<file path="src/rtl/wave_pkg.sv">
// Shared definitions for the waveform capture/display pair: capture FSM states,
// sample RAM geometry and the signed-to-offset-binary conversion.
package wave_pkg;

  localparam int SAMPLE_W    = 16;
  localparam int RAM_AW      = 9;
  localparam int CAPTURE_LEN = 256;
  localparam int OFFSET_W    = RAM_AW - 1;
  localparam int PIXEL_W     = 8;

  typedef enum logic [1:0] {
    ST_ARMED  = 2'd0,
    ST_ACTIVE = 2'd1,
    ST_WAIT   = 2'd2
  } cap_state_e;

  // Upper byte of the sample with the sign bit flipped: -32768 -> 0x00, 0 -> 0x80.
  function automatic logic [PIXEL_W-1:0] to_offset_binary(
    input logic [PIXEL_W-1:0] sample_hi
  );
    return {~sample_hi[PIXEL_W-1], sample_hi[PIXEL_W-2:0]};
  endfunction

endpackage

</file>
<file path="src/rtl/zero_cross_detect.sv">
// Positive-going zero-crossing detector: remembers the previous strobed sample
// and flags a strobe whose sample is non-negative after a negative one.
module zero_cross_detect
  import wave_pkg::*;
(
  input  logic                clk_i,
  input  logic                rst_i,
  input  logic                strobe_i,
  input  logic [SAMPLE_W-1:0] sample_i,
  output logic                crossing_o
);

  logic [SAMPLE_W-1:0] prev_q;
  logic [SAMPLE_W-1:0] prev_d;
  logic                unused_prev_lsbs;

  always_comb begin
    prev_d = prev_q;
    if (strobe_i) begin
      prev_d = sample_i;
    end
  end

  always_ff @(posedge clk_i) begin
    if (rst_i) begin
      prev_q <= '0;
    end else begin
      prev_q <= prev_d;
    end
  end

  // Only the sign of the previous sample takes part in the compare.
  assign unused_prev_lsbs = ^prev_q[SAMPLE_W-2:0];
  assign crossing_o = strobe_i & prev_q[SAMPLE_W-1] & ~sample_i[SAMPLE_W-1];

endmodule

</file>
<file path="src/rtl/wave_capture.sv">
// Triggered waveform capture into a double-buffered sample RAM: 256 samples per
// capture starting at a positive zero crossing, half swapped when the display idles.
// Optional build macro WAVE_CAPTURE_AUTOTRIG_EN forces a trigger after
// AUTOTRIG_SAMPLES strobes spent in ARMED.
module wave_capture
  import wave_pkg::*;
#(
  parameter int AUTOTRIG_SAMPLES = 1024
) (
  input  logic                clk,
  input  logic                reset,
  input  logic                new_sample_ready,
  input  logic [SAMPLE_W-1:0] new_sample_in,
  input  logic                wave_display_idle,
  output logic [RAM_AW-1:0]   write_address,
  output logic                write_enable,
  output logic [PIXEL_W-1:0]  write_sample,
  output logic                read_index
);

  cap_state_e           state_q, state_d;
  logic [OFFSET_W-1:0]  count_q, count_d;
  logic                 read_index_q, read_index_d;
  logic                 we_q, we_d;
  logic [RAM_AW-1:0]    waddr_q, waddr_d;
  logic [PIXEL_W-1:0]   wsample_q, wsample_d;

  logic                 crossing;
  logic                 auto_fire;
  logic                 trigger;
  logic                 write_now;
  logic [OFFSET_W-1:0]  offset;
  logic                 unused_sample_lsbs;

  zero_cross_detect u_zero_cross (
    .clk_i      (clk),
    .rst_i      (reset),
    .strobe_i   (new_sample_ready),
    .sample_i   (new_sample_in),
    .crossing_o (crossing)
  );

  assign unused_sample_lsbs = ^new_sample_in[SAMPLE_W-PIXEL_W-1:0];

`ifdef WAVE_CAPTURE_AUTOTRIG_EN
  localparam int ACW = $clog2(AUTOTRIG_SAMPLES + 1);

  logic [ACW-1:0] armed_cnt_q, armed_cnt_d;

  // Held at zero outside ARMED so every entry into ARMED starts a fresh count.
  always_comb begin
    armed_cnt_d = '0;
    if (state_q == ST_ARMED) begin
      armed_cnt_d = armed_cnt_q;
      if (new_sample_ready) begin
        armed_cnt_d = trigger ? '0 : armed_cnt_q + ACW'(1);
      end
    end
  end

  always_ff @(posedge clk) begin
    if (reset) begin
      armed_cnt_q <= '0;
    end else begin
      armed_cnt_q <= armed_cnt_d;
    end
  end

  assign auto_fire = new_sample_ready && (armed_cnt_q == ACW'(AUTOTRIG_SAMPLES - 1));
`else
  assign auto_fire = 1'b0;
`endif

  assign trigger = (state_q == ST_ARMED) && (crossing || auto_fire);

  always_comb begin
    state_d      = state_q;
    count_d      = count_q;
    read_index_d = read_index_q;
    write_now    = 1'b0;
    offset       = count_q;

    unique case (state_q)
      ST_ARMED: begin
        if (trigger) begin
          write_now = 1'b1;
          offset    = '0;
          count_d   = OFFSET_W'(1);
          state_d   = ST_ACTIVE;
        end
      end
      ST_ACTIVE: begin
        if (new_sample_ready) begin
          write_now = 1'b1;
          count_d   = count_q + OFFSET_W'(1);
          if (count_q == OFFSET_W'(CAPTURE_LEN - 1)) begin
            state_d = ST_WAIT;
          end
        end
      end
      ST_WAIT: begin
        // Strobes are dropped here; the half swap waits for the display to go idle.
        if (wave_display_idle) begin
          read_index_d = ~read_index_q;
          state_d      = ST_ARMED;
        end
      end
      default: begin
        state_d = ST_ARMED;
      end
    endcase
  end

  always_comb begin
    we_d      = 1'b0;
    waddr_d   = waddr_q;
    wsample_d = wsample_q;
    if (write_now) begin
      we_d      = 1'b1;
      waddr_d   = {~read_index_q, offset};
      wsample_d = to_offset_binary(new_sample_in[SAMPLE_W-1:SAMPLE_W-PIXEL_W]);
    end
  end

  always_ff @(posedge clk) begin
    if (reset) begin
      state_q      <= ST_ARMED;
      count_q      <= '0;
      read_index_q <= 1'b0;
      we_q         <= 1'b0;
      waddr_q      <= '0;
      wsample_q    <= '0;
    end else begin
      state_q      <= state_d;
      count_q      <= count_d;
      read_index_q <= read_index_d;
      we_q         <= we_d;
      waddr_q      <= waddr_d;
      wsample_q    <= wsample_d;
    end
  end

  assign write_enable  = we_q;
  assign write_address = waddr_q;
  assign write_sample  = wsample_q;
  assign read_index    = read_index_q;

endmodule

</file>
<file path="config.mk">
export PLATFORM = sky130hd
export DESIGN_NAME = wave_capture
export DESIGN_NICKNAME = d
export VERILOG_FILES = /design/src/rtl/wave_pkg.sv /design/src/rtl/zero_cross_detect.sv /design/src/rtl/wave_capture.sv
export SDC_FILE = /design/constraint.sdc
export NUM_CORES = 1
export LEC_CHECK = 0
export ABC_AREA = 1
export BUFFER_PORTS_ARGS = -buffer_cell sky130_fd_sc_hd__buf_4
export CORE_UTILIZATION = 53
export CTS_CLUSTER_SIZE = 8
export DETAILED_ROUTE_END_ITERATION = 10
export HOLD_SLACK_MARGIN = 0.12
export PLACE_DENSITY = 0.82
export SYNTH_ARGS = -nofsm -noshare
export SYNTH_HDL_FRONTEND = slang
export SYNTH_SLANG_ARGS = --single-unit
</file>
<file path="constraint.sdc">
create_clock -name clk -period 2.61 [get_ports clk]
set_clock_uncertainty 0.2 [all_clocks]
set_input_delay 0.1305 -clock clk [delete_from_list [all_inputs] [get_ports clk]]
set_output_delay 0.1305 -clock clk [all_outputs]
set_load 0.01 [all_outputs]
</file>
==> results by group <==
Worst hold path
  – Worst Hold End: write_address[3]$_SDFFE_PP0P_
  – HP Class: flip-flop to flip-flop
  – Hold path depth: 2
  – Worst Min Path Start: write_address[3]$_SDFFE_PP0P_

Logic synthesis
  – Area leader, netlist: dfxtp_1
  – Avg Cell Area, Syn: 7.30 sq um
  – Synth top area cells: dfxtp_1, nand2_1, nor2_1, nand3_1, a21oi_1
  – Mapped Area: 1250 sq um
  – Yosys top cell area share: 48.1%
  – Synth cell types: 20
  – Syn_nets: 192
  – Post-Synthesis Cells: 171
  – Post-synthesis sequential area ratio: 48.1%
  – #FFs+latches synth: 30
  – Syn. warnings: 0

Worst setup path
  – Setup crit start kind: primary input
  – Required time of the worst setup path: 2630 ps
  – Reg2reg path depth: 8
  – CP Capture Type: flip-flop
  – Reg2Reg Setup Slack: 300 ps
  – RR Endpoint: write_sample[6]$_SDFFE_PP0P_
  – CP max FO: 20
  – Worst R2R Start: u_zero_cross.prev_q[15]$_SDFFE_PP0P_
  – Critical path type: primary input to flip-flop
  – Crit path DAT: 2430 ps

Cells and area
  – Syn-to-layout area delta: 35.0%
  – Most frequent cells in the layout: nand2_1, buf_4, dfxtp_1
  – Final net count: 238
  – Most common cell after layout, fill and taps aside: nand2_1
  – Layout cells sized above 1: 21.6%
  – Ant. Diodes: 0

Global route
  – Initial antenna violation count: 0
  – Global route overflow: 0
  – Largest net degree at the start of global routing: 21
  – Gr usage total: 26.3%
  – Vias in the first global route: 1214
  – Global-route wire length before repair: 4840 um

Routing
  – Vias per Instance: 5.24
  – Final WL: 3030 um
  – Antenna viol nets, final: 0
  – Avg WL per Cell: 12.3 um
  – DR vias: 1289
  – Initial DRC Count: 34
  – DR DRC count: 0
  – Initial DRT Pass Iterations: 6

Clocking
  – Maximum clock insertion buffer count: 2
  – Clk Latency, worst-skew pair: 320 ps
  – Clock transition at path regs: 100 ps
  – Clk sink count: 30
  – Root Driver: clkbuf_4
  – CTS Buf Count: 5
  – CTS tree: yes
  – H-tree depth: 2

Pwr
  – Lkg Pwr: 0.750 nW
  – Pwr dens: 536 nW/um^2
  – Max VDD drop: 0.000508 V

STA
  – Tmin final: 2410 ps
  – Relative slew slack: 58.3%
  – Max Slew Vio Count: 0
  – Worst Tran Pin Value: 624 ps
  – Final setup viols: 0
  – TNS Setup: 0 ps
  – Final worst-path cycle share: 92.2%
  – FMAX: 415 MHz
  – Final Hold Fails: 0
  – RSZ-0062 raised after global routing: no
  – Post-route setup slack: 202 ps

Flow run
  – Max cap viols: 0

Die
  – Row count: 17
  – Core area: 2210 sq um
  – Initial Utilization: 56.4%
  – Die Height: 50.5 um
  – IO Pins: 39
  – Die W: 50.5 um
  – Die area: 2550 sq um

Outcome
  – Status: complete, no violations

Place
  – IO Port Bufs: 30
  – GPL Wtd Cong: 0.871
  – Dpl hpwl: 1870 um
  – Worst slack, placed: 823 ps
cells in the mapped netlist (all sizes together):
cell type and n:
nand2 41, dfxtp 30, nor2 27, inv 19, nand3 16, a21oi 14
o21ai 12, buf 5, nor3 3, a211oi 1, ha 1, o211ai 1
xor2 1
metrics by stage:
| stage | power, mW | instance area [sq um] | utilization (%) | cells | hold slack, ps |
|---|---|---|---|---|---|
| after floorplan | 0.524 | 1250 | - | 171 | -0.434 |
| after global placement | 0.553 | 1480 | 66.7 | 225 | 154 |
| after detailed placement | 0.556 | 1480 | 66.7 | 225 | 162 |
| after CTS | 0.905 | 1690 | 76.2 | 246 | 272 |
| after global routing | 0.935 | 1690 | 76.2 | 246 | 303 |
| final | 0.903 | 1690 | 76.2 | 246 | 271 |
registers in the layout, indices dropped and copies added, names as in the netlist:
register and flops:
write_enable 1, state_q 2, write_sample 8, count_q 8
write_address 9, u_zero_cross.prev_q 1, read_index 1
where the power goes:
group	switching [mW]	internal (mW)	leakage (nW)
Clock	0.157	0.184	0.0446
Sequential	0.00686	0.468	0.243
Combinational	0.0448	0.0426	0.463
routing by layer:
metal / vias to the layer above / GRT usage (%) / wire length [um]
li1: 639 / - / -
met1: 573 / 24.9 / 1230
met2: 66 / 47.6 / 1500
met3: 11 / 7.88 / 211
met4: 0 / 18.5 / 87
met5: - / 0 / 0
critical path, stage by stage:
cell           delay, ps
dlygate4sd3_1        520
buf_4                140
nand2_1               60
nor2_2                90
dlygate4sd3_1        550
nand3_1               90
nand2_1              490
inv_2                160
nor2_1               120
nor2_1                70
repair_timing:
action / CTS / global route
buffers inserted: 0 / 0
hold buffers: 13 / 0
gates resized for setup: 0 / 0
endpoints found under the hold margin: 30 / 0
cell type report:
class | instances | area, sq um
sequential | 30 | 601
multi-input combinational | 117 | 537
fill | 173 | 527
timing repair buffer | 44 | 363
clock buffer | 8 | 78.8
inverter | 19 | 71.3
tap | 28 | 35.0
cells by family (layout without fill, tap and decap cells):
kind of cell	Yosys count	count (layout)	synth area share, %
AOI/OAI and AO/OA	28	28	11.6
buffers and inverters	24	71	8.92
and+or+nand+nor	87	87	29.7
DFF	30	30	48.1
xor gates and xnor gates	1	1	0.702
adders and majority gates	1	1	1.00
worst max-delay path by stage:
stage,to,start
finish,write_sample[6]$_SDFFE_PP0P_,new_sample_ready
global route,write_sample[3]$_SDFFE_PP0P_,new_sample_ready
CTS,write_sample[6]$_SDFFE_PP0P_,new_sample_ready
detailed placement,write_sample[6]$_SDFFE_PP0P_,state_q[0]$_SDFFE_PP0P_
global placement,write_sample[2]$_SDFFE_PP0P_,state_q[0]$_SDFFE_PP0P_
floorplan,count_q[4]$_SDFFE_PP0P_,state_q[0]$_SDFFE_PP0P_
Power figures use the tool's default switching activity.
